===== config.mk =====
export PLATFORM = sky130hd
export DESIGN_NAME = plic_target_ctrl
export DESIGN_NICKNAME = d
export VERILOG_FILES = /design/src/rtl/plic_target_ctrl_pkg.sv /design/src/rtl/plic_source_state.sv /design/src/rtl/plic_target_ctrl.sv
export SDC_FILE = /design/constraint.sdc
export NUM_CORES = 1
export LEC_CHECK = 0
export CAP_MARGIN = 25
export CELL_PAD_IN_SITES_DETAIL_PLACEMENT = 1
export CELL_PAD_IN_SITES_GLOBAL_PLACEMENT = 1
export CORE_MARGIN = 4
export CORE_UTILIZATION = 27
export DETAILED_ROUTE_END_ITERATION = 16
export HOLD_SLACK_MARGIN = 0.1
export PLACE_DENSITY_LB_ADDON = 0.1
export SLEW_MARGIN = 10
export SYNTH_ARGS = -nofsm -noshare
export SYNTH_HDL_FRONTEND = slang
export SYNTH_HIERARCHICAL = 1
export SYNTH_SLANG_ARGS = --single-unit

===== constraint.sdc =====
create_clock -name clk_i -period 2.7 [get_ports clk_i]
set_clock_uncertainty 0.2 [all_clocks]
set_input_delay 0.405 -clock clk_i [delete_from_list [all_inputs] [get_ports clk_i]]
set_output_delay 0.405 -clock clk_i [all_outputs]
set_load 0.01 [all_outputs]

===== src/rtl/plic_target_ctrl_pkg.sv =====
`default_nettype none
// ============================================================================
// Module      : plic_target_ctrl_pkg
// Description : Shared constants and FSM encoding for the PLIC target sequencer
// Revision    : 1.0 - initial release
// ============================================================================
package plic_target_ctrl_pkg;

    localparam int unsigned ID_NO_INTERRUPT          = 0;
    localparam int unsigned PRIORITY_NEVER_INTERRUPT = 0;

    typedef enum logic [1:0] {
        ST_IDLE   = 2'd0,
        ST_RESP   = 2'd1,
        ST_SETTLE = 2'd2
    } state_t;

endpackage : plic_target_ctrl_pkg
`default_nettype wire


===== src/rtl/plic_source_state.sv =====
`default_nettype none
// ============================================================================
// Module      : plic_source_state
// Description : Pending / in-service flops and gateway release for one source
// Revision    : 1.0 - initial release
// ============================================================================
module plic_source_state (
    input  logic clk_i,
    input  logic rst_ni,
    input  logic i_request,
    input  logic i_claim,
    input  logic i_complete,
    output logic o_pending,
    output logic o_in_service,
    output logic o_gateway_ready
);

    logic r_pending;
    logic r_in_service;
    logic r_gateway_ready;

    // A claim outranks a same-edge request, so the source cannot re-pend while
    // it is being moved into service.
    always_ff @(posedge clk_i) begin
        if (!rst_ni) begin
            r_pending       <= 1'b0;
            r_in_service    <= 1'b0;
            r_gateway_ready <= 1'b0;
        end else begin
            r_gateway_ready <= i_complete;
            if (i_claim) begin
                r_pending    <= 1'b0;
                r_in_service <= 1'b1;
            end else begin
                if (i_request && !r_in_service) begin
                    r_pending <= 1'b1;
                end
                if (i_complete) begin
                    r_in_service <= 1'b0;
                end
            end
        end
    end

    assign o_pending       = r_pending;
    assign o_in_service    = r_in_service;
    assign o_gateway_ready = r_gateway_ready;

endmodule : plic_source_state
`default_nettype wire


===== src/rtl/plic_target_ctrl.sv =====
`default_nettype none
// ============================================================================
// Module      : plic_target_ctrl
// Description : Per-target claim/complete sequencer with registered notification
// Revision    : 1.0 - initial release
// ============================================================================
module plic_target_ctrl
    import plic_target_ctrl_pkg::*;
#(
    parameter int N_INTERRUPT_SOURCES = 32,
    parameter int ID_WIDTH            = 32
) (
    input  logic                           clk_i,
    input  logic                           rst_ni,
    input  logic [N_INTERRUPT_SOURCES-1:0] gateway_request_i,
    output logic [N_INTERRUPT_SOURCES-1:0] pending_o,
    output logic [N_INTERRUPT_SOURCES-1:0] in_service_o,
    input  logic [ID_WIDTH-1:0]            max_priority_i,
    input  logic [ID_WIDTH-1:0]            max_id_i,
    input  logic [ID_WIDTH-1:0]            threshold_i,
    input  logic                           claim_req_i,
    output logic                           claim_ready_o,
    output logic                           claim_valid_o,
    output logic [ID_WIDTH-1:0]            claim_id_o,
    input  logic                           complete_req_i,
    input  logic [ID_WIDTH-1:0]            complete_id_i,
    output logic                           complete_err_o,
    output logic [N_INTERRUPT_SOURCES-1:0] gateway_ready_o,
    output logic                           notification_o
);

    state_t                         r_state;
    logic                           r_claim_ready;
    logic                           r_claim_valid;
    logic [ID_WIDTH-1:0]            r_claim_id;
    logic                           r_complete_err;
    logic                           r_notify;

    logic                           w_eligible;
    logic                           w_claim_accept;
    logic [N_INTERRUPT_SOURCES-1:0] w_claim_hit;
    logic [N_INTERRUPT_SOURCES-1:0] w_cmp_hit;

    assign w_eligible = (max_priority_i > threshold_i)
                     && (max_priority_i != ID_WIDTH'(PRIORITY_NEVER_INTERRUPT))
                     && (max_id_i != ID_WIDTH'(ID_NO_INTERRUPT));
    assign w_claim_accept = claim_req_i && (r_state == ST_IDLE);

    // Completes look at the in-service bit before the edge, so completing the
    // ID that is being claimed on the same edge is rejected.
    for (genvar k = 0; k < N_INTERRUPT_SOURCES; k++) begin : g_src
        assign w_claim_hit[k] = w_claim_accept && w_eligible
                             && (max_id_i == ID_WIDTH'(k + 1));
        assign w_cmp_hit[k]   = complete_req_i && in_service_o[k]
                             && (complete_id_i == ID_WIDTH'(k + 1));

        plic_source_state u_src (
            .clk_i           (clk_i),
            .rst_ni          (rst_ni),
            .i_request       (gateway_request_i[k]),
            .i_claim         (w_claim_hit[k]),
            .i_complete      (w_cmp_hit[k]),
            .o_pending       (pending_o[k]),
            .o_in_service    (in_service_o[k]),
            .o_gateway_ready (gateway_ready_o[k])
        );
    end

    always_ff @(posedge clk_i) begin
        if (!rst_ni) begin
            r_state        <= ST_IDLE;
            r_claim_ready  <= 1'b1;
            r_claim_valid  <= 1'b0;
            r_claim_id     <= '0;
            r_complete_err <= 1'b0;
            r_notify       <= 1'b0;
        end else begin
            r_claim_valid  <= 1'b0;
            r_complete_err <= complete_req_i && !(|w_cmp_hit);
            case (r_state)
                ST_IDLE: begin
                    if (w_claim_accept) begin
                        r_claim_id    <= w_eligible ? max_id_i : ID_WIDTH'(ID_NO_INTERRUPT);
                        r_claim_valid <= 1'b1;
                        r_claim_ready <= 1'b0;
                        r_notify      <= 1'b0;
                        r_state       <= ST_RESP;
                    end else begin
                        r_notify <= w_eligible;
                    end
                end
                ST_RESP: begin
                    r_notify <= 1'b0;
                    r_state  <= ST_SETTLE;
                end
                // Extra cycle lets the chain drop the just-claimed source.
                ST_SETTLE: begin
                    r_notify      <= 1'b0;
                    r_claim_ready <= 1'b1;
                    r_state       <= ST_IDLE;
                end
                default: begin
                    r_notify      <= 1'b0;
                    r_claim_ready <= 1'b1;
                    r_state       <= ST_IDLE;
                end
            endcase
        end
    end

    assign claim_ready_o  = r_claim_ready;
    assign claim_valid_o  = r_claim_valid;
    assign claim_id_o     = r_claim_id;
    assign complete_err_o = r_complete_err;
    assign notification_o = r_notify;

endmodule : plic_target_ctrl
`default_nettype wire

==> qor.yml, run 1 <==
rr_worst_depth: 7
synth_compound_area_frac: 0.183
rrSetupSlack_ps: 640
cp-end-kind: "register"
netlist_area_sq_um: 6300
io_buffers: 295
internal_power_mw: 4.08
maxCapViolCount: 0
drive_above_1_share: 0.198
clock_latency_ps: 430
syn_inst: 682
synth.distinct_cells: 49
setup_tns_ps: 0
placed_cells: 1357
grt_overflow: 0
cpPeakStageDelay_ps: 260
synth_top_area_share: 0.426
start_util: 0.277
synth_fa_ha_area_frac: 0.0635
power_switching_mw: 1.35
min_period_ps: 2630
yosysWarningCount: 6
max_slew_margin: 0.462
holdPathStages: 1
swShare: 0.248
worst_hold_path_type: "reg -> reg"
min_to: "claim_id_o[8]"
antenna_left: 0
ios: 296
synth_top_family_by_area: "simple AND/OR/NAND/NOR gates"
p_comb_frac: 0.171
r2r-end: "complete_err_o"
dp_hpwl_um: 20300
critPathLaunchType: "primary input"
rows: 55
clkSlewWorstSetupHoldPaths_ps: 60
path_cells: "dlygate4sd2_1 -> inv_2 -> ha_4 -> nand4_1 -> buf_4 -> nor4_4 -> a21boi_2 -> o31a_1 -> nor2_4 -> buf_4 -> buf_8 -> buf_12 -> nor4_2 -> inv_1 -> o211a_1"
multi_input_area_sq_um: 3840
antenna_found_initial: 3
htreeDepth: 4
first_iter_violations: 215
hp-start: "claim_id_o[8]"
stdcell_count: 1400
register_area_sq_um: 2680
synth.net_count: 878
path_delay_family: "buffers and inverters"
worst_hold_slack_ps: 271
cts_root_buffer: "clkbuf_16"
clock-sinks: 134
arrival_ps: 2740
peakVddDrop_v: 0.000383
async_flop_share: 0
ys_top_cells_by_area: "dfxtp_1 43%, ha_1 6.4%, o211a_1 5.2%"
power.share.sequential: 0.382
cts_tree: "done"
tightest_slew_ps: 805
dr_total_vias: 6636
syn_avg_cell_area_sq_um: 9.24
fin_nets: 1268
cp_max_fo: 5
crit_slowest_cell: "ha_4"
drc: 0
hold_viol_final: 0
required_ps: 2810
dieWidth_um: 161
fillers: 2546
synth_edf_count: 0
muxShareOfSynthArea: 0.0101
final_core_util: 0.512
path_buf_inv: 7
grt_max_degree: 48
powerDensity_nw_per_um2: 466
finalCritPeriodShare: 0.973
firstDrtPassIters: 4
grt_pass1_vias: 6998
setup_viol: 0
grt_util_all_layers: 0.195
synth-seq-cells: 134
numCtsBuffers: 17
clkPwrFrac: 0.447
final_max_slew_viol_count: 0
p_leak_nw: 5.09
synthFlopType: "dfxtp_1"
run_status: "finished clean"
worstReg2RegStart: "g_src[1].u_src/o_in_service"
wl_um: 26600
via_per_inst: 4.74
die-area_sq_um: 25900
area_growth_pct: 84.8
core_area_sq_um: 22800
routedWlPerCell_um: 19.0
cts.path.max_buffers: 2
critical_path_class: "in -> reg"
synthXorXnorAreaFrac: 0
grt_pass1_wl_um: 40100
timing.fmax_mhz: 381
synth_largest_area_cell: "dfxtp_1"
crit_top_cell: "buf_4"
yosysSeqAreaShare: 0.426
synthSimpleGateAreaFrac: 0.264
gp_congestion: 0.829
fp.dieH_um: 161
timing repair:
action	CTS	global route
hold buffers	1	0
endpoints found under the hold margin	1	0
gates resized for setup	45	112
buffers inserted	0	7
endpoints found under the setup margin	95	95
gates cloned	0	1
pin swaps	12	17
worst max path at each step:
stage / slack (ps) / to / start / cells after the start
after global placement: -780 / g_src[16].u_src/o_pending / threshold_i[9] / 12
after detailed placement: -730 / g_src[16].u_src/o_pending / threshold_i[9] / 12
after floorplan: 100 / g_src[29].u_src/o_pending / threshold_i[17] / 11
after CTS: -30 / g_src[6].u_src/o_pending / threshold_i[15] / 12
final: 70 / g_src[1].u_src/o_pending / threshold_i[14] / 15
after global routing: -30 / g_src[1].u_src/o_pending / threshold_i[14] / 15
state kept, by name (all words and copies together), names as in the netlist:
register and cells:
claim_ready_o 1, g_src.u_src/o_gateway_ready 32, g_src.u_src/o_in_service 32, claim_valid_o 1, g_src.u_src/o_pending 32, complete_err_o 1, r_state 2, claim_id_o 32
notification_o 1
layer usage:
| metal | GRT usage | part of all wire |
|---|---|---|
| met5 | 0 | 0.00045 |
| met4 | 0.0667 | 0.022 |
| met3 | 0.0436 | 0.051 |
| met2 | 0.325 | 0.48 |
| met1 | 0.250 | 0.44 |
power by group through the flow:
| stage | Combinational (mW) | Clock [mW] | Sequential, mW |
|---|---|---|---|
| 6_report | 0.927 | 2.43 | 2.07 |
| 5_1_grt | 0.997 | 2.58 | 2.08 |
| 3_5_place_dp | 0.818 | 0 | 2.11 |
| 3_3_place_gp | 0.812 | 0 | 2.11 |
| 2_1_floorplan | 0.230 | 0 | 2.14 |
| 4_1_cts | 0.850 | 2.50 | 2.07 |
Yosys cell counts, types with 2 or more instances:
| master | instances |
|---|---|
| dfxtp_1 | 134 |
| inv_1 | 65 |
| nor4_1 | 42 |
| nor2b_1 | 37 |
| and2_1 | 36 |
| nand2b_1 | 35 |
| o211a_1 | 33 |
| a21boi_1 | 32 |
| ha_1 | 32 |
| a22o_1 | 31 |
| and3_1 | 27 |
| nor3_1 | 23 |
| nand2_1 | 22 |
| nor2_1 | 20 |
| nand3_1 | 18 |
| a21oi_1 | 15 |
| clkbuf_1 | 11 |
| nand4_1 | 10 |
| nand3b_1 | 6 |
| a21o_1 | 5 |
| o21ai_0 | 5 |
| buf_2 | 4 |
| a22oi_1 | 3 |
| buf_6 | 3 |
| mux2i_1 | 3 |
| a2111oi_0 | 2 |
| a221o_1 | 2 |
| a2bb2oi_1 | 2 |
| a311oi_1 | 2 |
| and4_1 | 2 |
| or3_1 | 2 |
layout by cell type (no fill, tap or decap), drive strengths merged, types with 2 or more instances in the layout:
cell,n
a2111oi,2
a21boi,33
a21o,5
a21oi,15
a221o,2
a22o,31
a22oi,3
a2bb2oi,2
a311oi,2
and2,36
and3,27
and4,2
buf,93
bufinv,3
clkbuf,20
clkdlybuf4s50,238
clkinv,3
clkinvlp,3
dfxtp,134
diode,2
dlygate4sd2,4
dlymetal6s2s,51
ha,32
inv,69
mux2i,3
nand2,22
nand2b,35
nand3,18
nand3b,6
nand4,10
nor2,21
nor2b,37
nor3,23
nor4,42
o211a,33
o21ai,5
or2,2
or3,2
per-stage QoR:
stage                     cell area, sq um  setup slack, ps  total power [mW]
after floorplan                       6300             96.5              2.37
final                                11700             72.1              5.43
after global routing                 11700            -26.3              5.66
after CTS                            11100            -26.4              5.42
after detailed placement             10200             -729              2.93
after global placement               10200             -776              2.93
cells by family (layout without fill, tap and decap cells):
logic type,after synthesis,in the layout
adder cells (fa/ha/maj),32,32
multiplexers,5,5
AND/OR/NAND/NOR,287,287
other,0,2
AO/OA/AOI/OAI,141,141
buffers and inverters,83,486
flip-flops,134,134
final cells by class:
class / instances / share of cell area
Clock inverter: 13 / 0.0146
Timing Repair Buffer: 389 / 0.332
Multi-Input combinational cell: 465 / 0.330
Sequential cell: 134 / 0.230
Antenna cell: 2 / 0.000430
Clock buffer: 19 / 0.0380
Tap cell: 313 / 0.0336
Inverter: 65 / 0.0209
Note: power is estimated with default switching activity, not from simulation.
==> run 2: changes to the inputs <==
Settings changed: CTS_BUF_LIST set to sky130_fd_sc_hd__clkbuf_4 sky130_fd_sc_hd__clkbuf_8 sky130_fd_sc_hd__clkbuf_16, MAX_ROUTING_LAYER set to met4.
==> qor.yml, run 2 (synthesis results as in run 1) <==
antenna_left: 0  # unchanged
powerDensity_nw_per_um2: 467  # was 466 nW/um^2
timing.fmax_mhz: 378  # was 381 MHz
fin_nets: 1268  # unchanged
cp_max_fo: 5  # unchanged
maxCapViolCount: 0  # unchanged
p_comb_frac: 0.170  # was 0.171
power_switching_mw: 1.36  # was 1.35 mW
area_growth_pct: 84.9  # was 84.8%
rrSetupSlack_ps: 640  # about the same
fillers: 2542  # was 2546
htreeDepth: 4  # unchanged
worstReg2RegStart: "g_src[1].u_src/o_in_service"  # unchanged
start_util: 0.277  # unchanged
fp.dieH_um: 161  # unchanged
grt_overflow: 0  # unchanged
grt_pass1_vias: 7016  # was 6998
multi_input_area_sq_um: 3840  # unchanged
finalCritPeriodShare: 0.981  # was 0.973
cts.path.max_buffers: 2  # unchanged
drc: 0  # unchanged
r2r-end: "complete_err_o"  # unchanged
critPathLaunchType: "primary input"  # unchanged
clkPwrFrac: 0.449  # was 0.447
grt_pass1_wl_um: 40100  # about the same
setup_viol: 0  # unchanged
clock-sinks: 134  # unchanged
via_per_inst: 4.75  # was 4.74
clock_latency_ps: 420  # was 430 ps
setup_tns_ps: 0  # unchanged
max_slew_margin: 0.458  # was 0.462
cts_root_buffer: "clkbuf_16"  # unchanged
min_period_ps: 2650  # was 2630 ps
rows: 55  # unchanged
final_max_slew_viol_count: 0  # unchanged
grt-busiest-layer: "met2"  # unchanged
gp_congestion: 0.842  # was 0.829
final_cell_mix: "238 x clkdlybuf4s50_1, 134 x dfxtp_1, 84 x buf_4, 51 x dlymetal6s2s_1, 42 x inv_1"  # unchanged
first_iter_violations: 215  # unchanged
met1_usage: 0.253  # was 0.250
drive_above_1_share: 0.199  # was 0.198
io_buffers: 295  # unchanged
p_leak_nw: 5.09  # about the same
rr_worst_depth: 7  # unchanged
peakVddDrop_v: 0.000384  # was 0.000383 V
wl_um: 26600  # about the same
die-area_sq_um: 25900  # unchanged
swShare: 0.249  # was 0.248
use_met3: 0.0385  # was 0.0436
internal_power_mw: 4.09  # was 4.08 mW
worst_hold_path_type: "reg -> reg"  # unchanged
hold_viol_final: 0  # unchanged
core_area_sq_um: 22800  # unchanged
run_status: "finished clean"  # unchanged
required_ps: 2810  # about the same
power.share.sequential: 0.380  # was 0.382
dieWidth_um: 161  # unchanged
holdPathStages: 1  # unchanged
critical_path_class: "in -> reg"  # unchanged
routedWlPerCell_um: 19.0  # about the same
numCtsBuffers: 17  # unchanged
dr_total_vias: 6648  # was 6636
dp_hpwl_um: 20300  # unchanged
total_power_mw: 5.44  # was 5.43 mW
placed_cells: 1357  # unchanged
stdcell_count: 1401  # was 1400
tightest_slew_ps: 810  # was 805 ps
grt_max_degree: 48  # unchanged
cts_tree: "done"  # unchanged
ios: 296  # unchanged
firstDrtPassIters: 6  # was 4
hp-start: "claim_id_o[8]"  # unchanged
register_area_sq_um: 2680  # unchanged
met2_usage: 0.326  # was 0.325
arrival_ps: 2760  # was 2740 ps
final_common_cell: "clkdlybuf4s50_1"  # unchanged
antenna_found_initial: 3  # unchanged
grt_util_all_layers: 0.201  # was 0.195
cp-end-kind: "register"  # unchanged
min_to: "claim_id_o[8]"  # unchanged
clkSlewWorstSetupHoldPaths_ps: 60  # about the same
## run 2: cell count changes in the layout (fill, tap and decap cells not counted), sizes merged
cell	delta
diode	+1
## run 2: worst max path at each step
stage                     from                         to  slack (ps)  depth (start not counted)
3_3_place_gp    threshold_i[9]  g_src[16].u_src/o_pending        -780                         12
6_report       threshold_i[14]   g_src[1].u_src/o_pending          50                         15
3_5_place_dp    threshold_i[9]  g_src[16].u_src/o_pending        -730                         12
5_1_grt        threshold_i[14]   g_src[1].u_src/o_pending         -30                         15
2_1_floorplan  threshold_i[17]  g_src[29].u_src/o_pending         100                         11
4_1_cts        threshold_i[15]   g_src[6].u_src/o_pending         -30                         12
## run 2: power by group through the flow
| stage | sequential, mW | clock [mW] | combinational (mW) |
|---|---|---|---|
| floorplan | 2.14 | 0 | 0.230 |
| global placement | 2.11 | 0 | 0.812 |
| detailed placement | 2.11 | 0 | 0.818 |
| CTS | 2.07 | 2.51 | 0.850 |
| global route | 2.08 | 2.60 | 0.997 |
| finish | 2.07 | 2.45 | 0.927 |
## run 2: stage by stage
step	util	hold slack, ps	worst slack (ps)	area [sq um]
global route	0.512	295	-26.3	11700
global placement	0.449	257	-776	10200
CTS	0.487	277	-26.4	11100
finish	0.512	272	51.6	11700
floorplan	-	245	96.5	6300
detailed placement	0.449	253	-729	10200
## run 2: worst max-delay path: stages
cell and delay (ps):
dlygate4sd2_1 230, inv_2 60, ha_4 260, nand4_1 130
buf_4 170, nor4_4 150, a21boi_2 200, o31a_1 240
nor2_4 80, buf_4 140, buf_8 130, buf_12 120
nor4_2 170, inv_1 130, o211a_1 120
## run 2: area by class of cell
cell class                 instances  area share
inverter                          65      0.0209
sequential                       134       0.230
multi-input combinational        465       0.330
timing repair buffer             389       0.332
tap                              313      0.0336
antenna                            3    0.000644
clock buffer                      19      0.0383
clock inverter                    13      0.0146
## run 2: repair_timing
action,CTS,global route
cloned,0,1
buffers inserted,0,7
resized for setup,45,112
pin swaps,12,17
endpoints found under the setup margin,95,95
endpoints found under the hold margin,1,0
hold buffers,1,0
## run 2: per-layer routing
| metal | share of wire | vias to the layer above |
|---|---|---|
| met3 | 0.039 | 37 |
| met1 | 0.45 | 3190 |
| met4 | 0.021 | 0 |
| met2 | 0.49 | 172 |
| met5 | 0 | - |
| li1 | - | 3249 |
